==> src/rtl/fifod2mac.sv <==
// Transmit path: drains a fixed byte count from the device FIFO into the MAC UDP
// tx buffer, then requests a single send and reports completion on fs/fd.
//
// state | meaning
// IDLE  | counters cleared, waiting for fs; length latched on start
// LOAD  | copying FIFO bytes into the MAC buffer
// SEND  | one-cycle send request, length field registered
// WAIT  | waiting for the MAC to report the frame has gone out
// LAST  | fd high until the controller drops fs
module fifod2mac #(
  parameter int MAX_LEN = 1472,
  parameter int HDR_LEN = 8
) (
  input  logic        clk,
  input  logic        rst,
  input  logic        fs,
  output logic        fd,
  input  logic [11:0] dev_tx_len,
  input  logic [7:0]  fifod_rxd,
  input  logic        fifod_empty,
  output logic        fifod_rxen,
  output logic [7:0]  udp_txd,
  output logic [10:0] udp_tx_addr,
  output logic        udp_txen,
  output logic [15:0] udp_tx_len,
  output logic        udp_tx_start,
  input  logic        udp_tx_done
);

  localparam logic [11:0] MAX_LEN_C = 12'(MAX_LEN);
  localparam logic [15:0] HDR_LEN_C = 16'(HDR_LEN);

  typedef enum logic [2:0] {
    IDLE = 3'd0,
    LOAD = 3'd1,
    SEND = 3'd2,
    WAIT = 3'd3,
    LAST = 3'd4
  } state_t;

  state_t      state_q, state_d;
  logic [11:0] len_q, len_d;
  logic [11:0] rd_cnt_q, rd_cnt_d;
  logic [11:0] wr_cnt_q, wr_cnt_d;
  logic        txen_q, txen_d;
  logic [15:0] tx_len_q, tx_len_d;
  logic [11:0] len_clamp;

  always_comb begin
    len_clamp = dev_tx_len;
    if (dev_tx_len > MAX_LEN_C) len_clamp = MAX_LEN_C;
  end

  always_ff @(posedge clk or negedge rst) begin
    if (!rst) state_q <= IDLE;
    else      state_q <= state_d;
  end

  always_comb begin
    state_d = state_q;
    case (state_q)
      IDLE: if (fs) state_d = (len_clamp == 12'd0) ? LAST : LOAD;
      // wr_cnt reaching len_q means the final byte was written last cycle
      LOAD: if (wr_cnt_q == len_q) state_d = SEND;
      SEND: state_d = WAIT;
      WAIT: if (udp_tx_done) state_d = LAST;
      LAST: if (!fs) state_d = IDLE;
      default: state_d = IDLE;
    endcase
  end

  always_comb begin
    fifod_rxen   = 1'b0;
    udp_tx_start = 1'b0;
    fd           = 1'b0;
    case (state_q)
      LOAD: fifod_rxen = (rd_cnt_q != len_q) && !fifod_empty;
      SEND: udp_tx_start = 1'b1;
      LAST: fd = 1'b1;
      default: ;
    endcase
  end

  always_comb begin
    len_d    = len_q;
    rd_cnt_d = rd_cnt_q;
    wr_cnt_d = wr_cnt_q;
    tx_len_d = tx_len_q;
    // write enable trails the read by one cycle to match FIFO read latency
    txen_d   = fifod_rxen;
    if (state_q == IDLE) begin
      rd_cnt_d = 12'd0;
      wr_cnt_d = 12'd0;
      if (fs) len_d = len_clamp;
    end else begin
      if (fifod_rxen) rd_cnt_d = rd_cnt_q + 12'd1;
      if (txen_q)     wr_cnt_d = wr_cnt_q + 12'd1;
    end
    if (state_q == SEND) tx_len_d = {4'd0, len_q} + HDR_LEN_C;
  end

  always_ff @(posedge clk or negedge rst) begin
    if (!rst) begin
      len_q    <= 12'd0;
      rd_cnt_q <= 12'd0;
      wr_cnt_q <= 12'd0;
      txen_q   <= 1'b0;
      tx_len_q <= 16'd0;
    end else begin
      len_q    <= len_d;
      rd_cnt_q <= rd_cnt_d;
      wr_cnt_q <= wr_cnt_d;
      txen_q   <= txen_d;
      tx_len_q <= tx_len_d;
    end
  end

  assign udp_txd     = fifod_rxd;
  assign udp_txen    = txen_q;
  assign udp_tx_addr = wr_cnt_q[10:0];
  assign udp_tx_len  = tx_len_q;

endmodule
==> config.mk <==
export PLATFORM = sky130hd
export DESIGN_NAME = fifod2mac
export DESIGN_NICKNAME = d
export VERILOG_FILES = /design/src/rtl/fifod2mac.sv
export SDC_FILE = /design/constraint.sdc
export NUM_CORES = 1
export LEC_CHECK = 0
export CAP_MARGIN = 20
export CORE_MARGIN = 1
export CORE_UTILIZATION = 40
export CTS_CLUSTER_DIAMETER = 150
export DETAILED_ROUTE_END_ITERATION = 7
export PLACE_DENSITY = 0.63
export SETUP_SLACK_MARGIN = 0.1
export SLEW_MARGIN = 30
export SYNTH_ARGS = -nofsm -noshare
export SYNTH_HDL_FRONTEND = slang
export SYNTH_SLANG_ARGS = --single-unit
==> constraint.sdc <==
create_clock -name clk -period 2.19 [get_ports clk]
set_input_delay 0.438 -clock clk [delete_from_list [all_inputs] [get_ports clk]]
set_output_delay 0.438 -clock clk [all_outputs]
set_load 0.03 [all_outputs]
---- After elaboration in Yosys (flattened, before gate mapping) ----
Cells that the tools add are included.
word-level totals
  flip-flop bits (word level) ............. 56
  bits in latches ......................... 0
  bits in writable memories ............... 0
  bits in read-only memories .............. 0
  input port bits ......................... 25
  logic and storage cells ................. 42
  memories kept ........................... 0
operators by class
  add/sub/neg operators ................... 3
  multiply operators ...................... 0
  divide/modulo/power cells ............... 0
  order comparisons ....................... 1
  eq/ne operators ......................... 10
  shifts and indexed selects .............. 0
  muxes and demuxes ....................... 14
  bitwise operators ....................... 0
  reduce and logical (&&, ||, !) cells .... 8
operators by type and width
  kind                   number
  $mux 12                5
  $add 12x1->12 const B  2
  $mux 3                 5
  $pmux 3 s5             1
  $add 12x4->13 const B  1
  $eq 12x12->1           1
  $gt 12x11->1 const B   1
  $logic_not 12->1       1
  $ne 12x12->1           1
  $ne 2x2->1 const B     4
  $eq 3x2->1 const B     2
  $reduce_and 4->1       1
  $reduce_bool 2->1      2
  $eq 3x1->1 const B     1
  $eq 3x3->1 const B     1
  $logic_not 3->1        1
  $mux 1                 3
  $reduce_and 2->1       1
  $logic_and 1x1->1      1
  $logic_not 1->1        1

---- Longest topological paths before layout ----
  word-level depth ........................ 6
  depth in mapped cells ................... 8
  mapped depth without buffers ............ 5

---- Worst setup path before layout ----
No wires, ideal clock.
  path kind ............................... input -> register
  from .................................... in dev_tx_len[2]
  to ...................................... reg len_q[7]
  library setup time ...................... 0.159 ns
  arrival time ............................ 1.859 ns
  data required time ...................... 2.031 ns
  setup slack ............................. 0.171 ns
  stages .................................. 5
  buffers on the path ..................... 0
  cells stage by stage .................... or4_1 nor3_1 nor2_1 a2111oi_4 a22oi_1
on the way
  longest elaborated chain between the ends .. 2
RTL lines
  element                 line  text
  start: declaration      18    input logic [11:0] dev_tx_len,
  $gt 12x11->1            51    if (dev_tx_len > MAX_LEN_C) len_clamp = MAX_LEN_C;
  $mux 12                 51
  end signal: assignment  110   len_q <= len_d;
  end: declaration        42    logic [11:0] len_q, len_d;
Every way passes these cells.
A chain may end at the register's enable or synchronous reset.

---- Worst setup path after layout ----
  from .................................... reg len_q[6]
  to ...................................... out fifod_rxen
on the way
  longest elaborated chain between the ends .. 3
RTL lines
  element            line  text
  $ne 12x12->1       77    LOAD: fifod_rxen = (rd_cnt_q != len_q) && !fifod_empty;
  $logic_and 1x1->1  77
  $mux 1             76    case (state_q)
  end: declaration   21    output logic fifod_rxen,
Every way passes these cells.

==> flow_metrics.env <==
export IMPL_antenna_found_initial=0
export IMPL_maxCapViolCount=0
export IMPL_irDropWorstVdd_mv=0.6032
export IMPL_post_place_ws_ns=-0.2868
export IMPL_cp_arrival_ns=1.66
export IMPL_power_density_mw_per_mm2=756.3
export IMPL_internal_power_w=0.001891
export IMPL_drv_slew=0
export IMPL_hold_class="in -> async"
export IMPL_clock_sinks=53
export IMPL_drive_gt1_frac=0.1858
export IMPL_core_area_sq_mm=0.006944
export IMPL_clk_path_buf_depth=2
export IMPL_die_w_microns=87.54
export IMPL_worstSkewPairLatency_ns=0.31
export IMPL_io_pins=64
export IMPL_seqPwrFrac=0.455
export IMPL_dpl_cell_area_sq_mm=0.003553
export IMPL_cellLeakagePower_nw=1.722
export IMPL_status="completed"
export IMPL_crit_family="simple AND/OR/NAND/NOR gates"
export IMPL_synth_avg_cell_area_sq_um=9.564
export IMPL_cts_hold_buf=0
export IMPL_crit_fanout=5
export IMPL_ys_dominant_reg_cell="dfrtp_1"
export IMPL_switching_share=0.3387
export IMPL_cpPeakStageDelay_ns=0.43
export IMPL_die_height_microns=87.54
export IMPL_max_freq_mhz=475.9
export IMPL_placementRows=30
export IMPL_layout_setup_ws_ns=0.08865
export IMPL_cts_htree_levels=2
export IMPL_dieArea_sq_mm=0.007662
export IMPL_path_buf_inv=1
export IMPL_root_buffer="clkbuf_8"
export IMPL_synth_area_sq_mm=0.002927
export IMPL_syn_inst=306
export IMPL_combPwrFrac=0.301
export IMPL_slowest_stage="dfrtp_1"
export IMPL_cts_clk_slew_worst_paths_ns=0.10
export IMPL_yosysWarnings=0
export IMPL_netlist_area_leader_share=0.4532
export IMPL_ys_seq_elements=53
export IMPL_synth_edff_count=0
export IMPL_routed_wl_microns=7428
export IMPL_grt_pass1_vias=2253
export IMPL_gr_usage_met1=0.2834
export IMPL_wl_per_cell_microns=16.08
export IMPL_synth_area_top_cells="dfrtp_1 (45%), xor2_1 (6.9%), xnor2_1 (5.7%)"
export IMPL_grt_ovfl_total=0
export IMPL_cts_tree="done"
export IMPL_finalWeightedCongestion=0.9020
export IMPL_slew_headroom=0.6261
export IMPL_grt_pass1_wl_microns=11670
export IMPL_period_needed_ns=2.101
export IMPL_grtUsageTotal=0.2026
export IMPL_drtIter0Drc=107
export IMPL_finalNetCount=393
export IMPL_tightestPinTransition_ns=0.5608
export IMPL_endpoint_kind="output port"
export IMPL_setup_violations=0
export IMPL_drc=0
export IMPL_p_clk_frac=0.244
export IMPL_layout_commonest_cell="dfrtp_1"
export IMPL_antenna_cells=0
export IMPL_dr_pass1_iters=4
export IMPL_hold_violations=0
export IMPL_final_cell_mix="dfrtp_1 (50), nand2_1 (42), buf_4 (41), clkdlybuf4s50_1 (39), xor2_1 (23)"
export IMPL_start_kind="flop"
export IMPL_cp_cell_sequence="xnor2_1 -> nand4_1 -> nor3_4 -> nor2b_4 -> buf_6"
export IMPL_hpwl_microns=5389
export IMPL_cts_made_buffers=5
export IMPL_fill_cells=636
export IMPL_crit_required_ns=1.75
export IMPL_ys_async_sr_fraction=1.000
export IMPL_grt_busiest_layer="met2"
export IMPL_ant_nets=0
export IMPL_met2_usage=0.3232
export IMPL_initial_core_util=0.4214
export IMPL_num_vias=2422
export IMPL_yosysTopAreaCell="dfrtp_1"
export IMPL_yosysSeqAreaShare=0.4532
export IMPL_fin_hold_ws_ns=0.1028
export IMPL_drt_vias_per_instance=5.242
export IMPL_rsz0062_at_grt="yes"
export IMPL_power_switching_w=0.0009684
export IMPL_critPathKind="reg -> out"
export IMPL_grt_max_degree=31
export IMPL_port_buffers=44
export IMPL_syn_to_final_growth_pct=29.16
export IMPL_fin_worst_skew_ns=0.006637
export IMPL_final_area_sq_mm=0.003780
export IMPL_post_synth_num_cell_types=39
export IMPL_final_period_utilization=0.9595
export IMPL_use_met3=0.03393
==> state kept, by name, indices dropped and copies added (netlist names) <==
name        cells
udp_tx_len     13
len_q          12
wr_cnt_q       12
udp_txen        1
rd_cnt_q       12
state_q         3
==> through the flow <==
stage                 util  std cells  power, W  setup TNS (ns)
floorplan                -        308  0.001877               0
global placement    0.5117        448  0.002112          -2.510
detailed placement  0.5117        448  0.002129          -3.078
CTS                 0.5306        456  0.002834               0
global route        0.5443        462  0.003015        -0.02371
finish              0.5443        462  0.002859               0
==> final timing paths <==
path                                    start            end  slack, ns  depth (start not counted)
worst max register to register     state_q[1]    rd_cnt_q[9]       0.21                          7
worst max-delay path                 len_q[6]     fifod_rxen       0.09                          5
max in group asynchronous                 rst    rd_cnt_q[5]       1.50                          2
worst min-delay path                      rst     state_q[0]       0.10                          1
min in group clk                udp_tx_len[2]  udp_tx_len[2]       0.48                          2
worst min register to register  udp_tx_len[2]  udp_tx_len[2]       0.48                          2
==> cell families after synthesis <==
family / synth area share
buf+inv: 0.08123
xor+xnor: 0.1257
flops: 0.4532
compound gates: 0.1095
other cells: 0.001281
fa+ha+maj: 0.01283
simple gates: 0.2061
mux: 0.01026
==> synthesized netlist by cell type, drive strengths merged (5+ instances only) <==
library cell	n
and3	6
xnor2	19
nand3	7
a21oi	12
a22o	7
o31ai	8
xor2	23
nor2	21
o21ai	12
dfrtp	53
inv	5
nand2	42
nand4	12
or4	7
clkbuf	13
buf	23
==> cell type report <==
| class | count | area, sq um | area share |
|---|---|---|---|
| Sequential cell | 53 | 1330 | 0.3519 |
| Clock inverter | 1 | 30.03 | 0.007944 |
| Inverter | 5 | 18.77 | 0.004965 |
| Clock buffer | 7 | 86.33 | 0.02284 |
| Timing Repair Buffer | 86 | 767.0 | 0.2029 |
| Tap cell | 96 | 120.1 | 0.03178 |
| Multi-Input combinational cell | 214 | 1428 | 0.3777 |
==> routing by layer <==
metal,wire length (microns),vias to the layer above
met2,3537,89
met3,472,9
met1,3329,1170
met5,0,-
li1,-,1154
met4,89,0
==> repair_timing <==
item / CTS / global route
buffers inserted: 0 / 6
gates resized for setup: 5 / 13
pin swaps: 0 / 8
endpoints found under the setup margin: 12 / 12
hold endpoints to repair: 0 / 0
==> power groups by stage <==
stage | sequential (W) | clock [W] | combinational, W
6_report | 0.00130 | 0.000697 | 0.000862
3_3_place_gp | 0.00131 | 0 | 0.000804
4_1_cts | 0.00129 | 0.000712 | 0.000831
3_5_place_dp | 0.00131 | 0 | 0.000818
5_1_grt | 0.00132 | 0.000753 | 0.000941
2_1_floorplan | 0.00129 | 0 | 0.000589
Note: power is estimated with default switching activity, not from simulation.
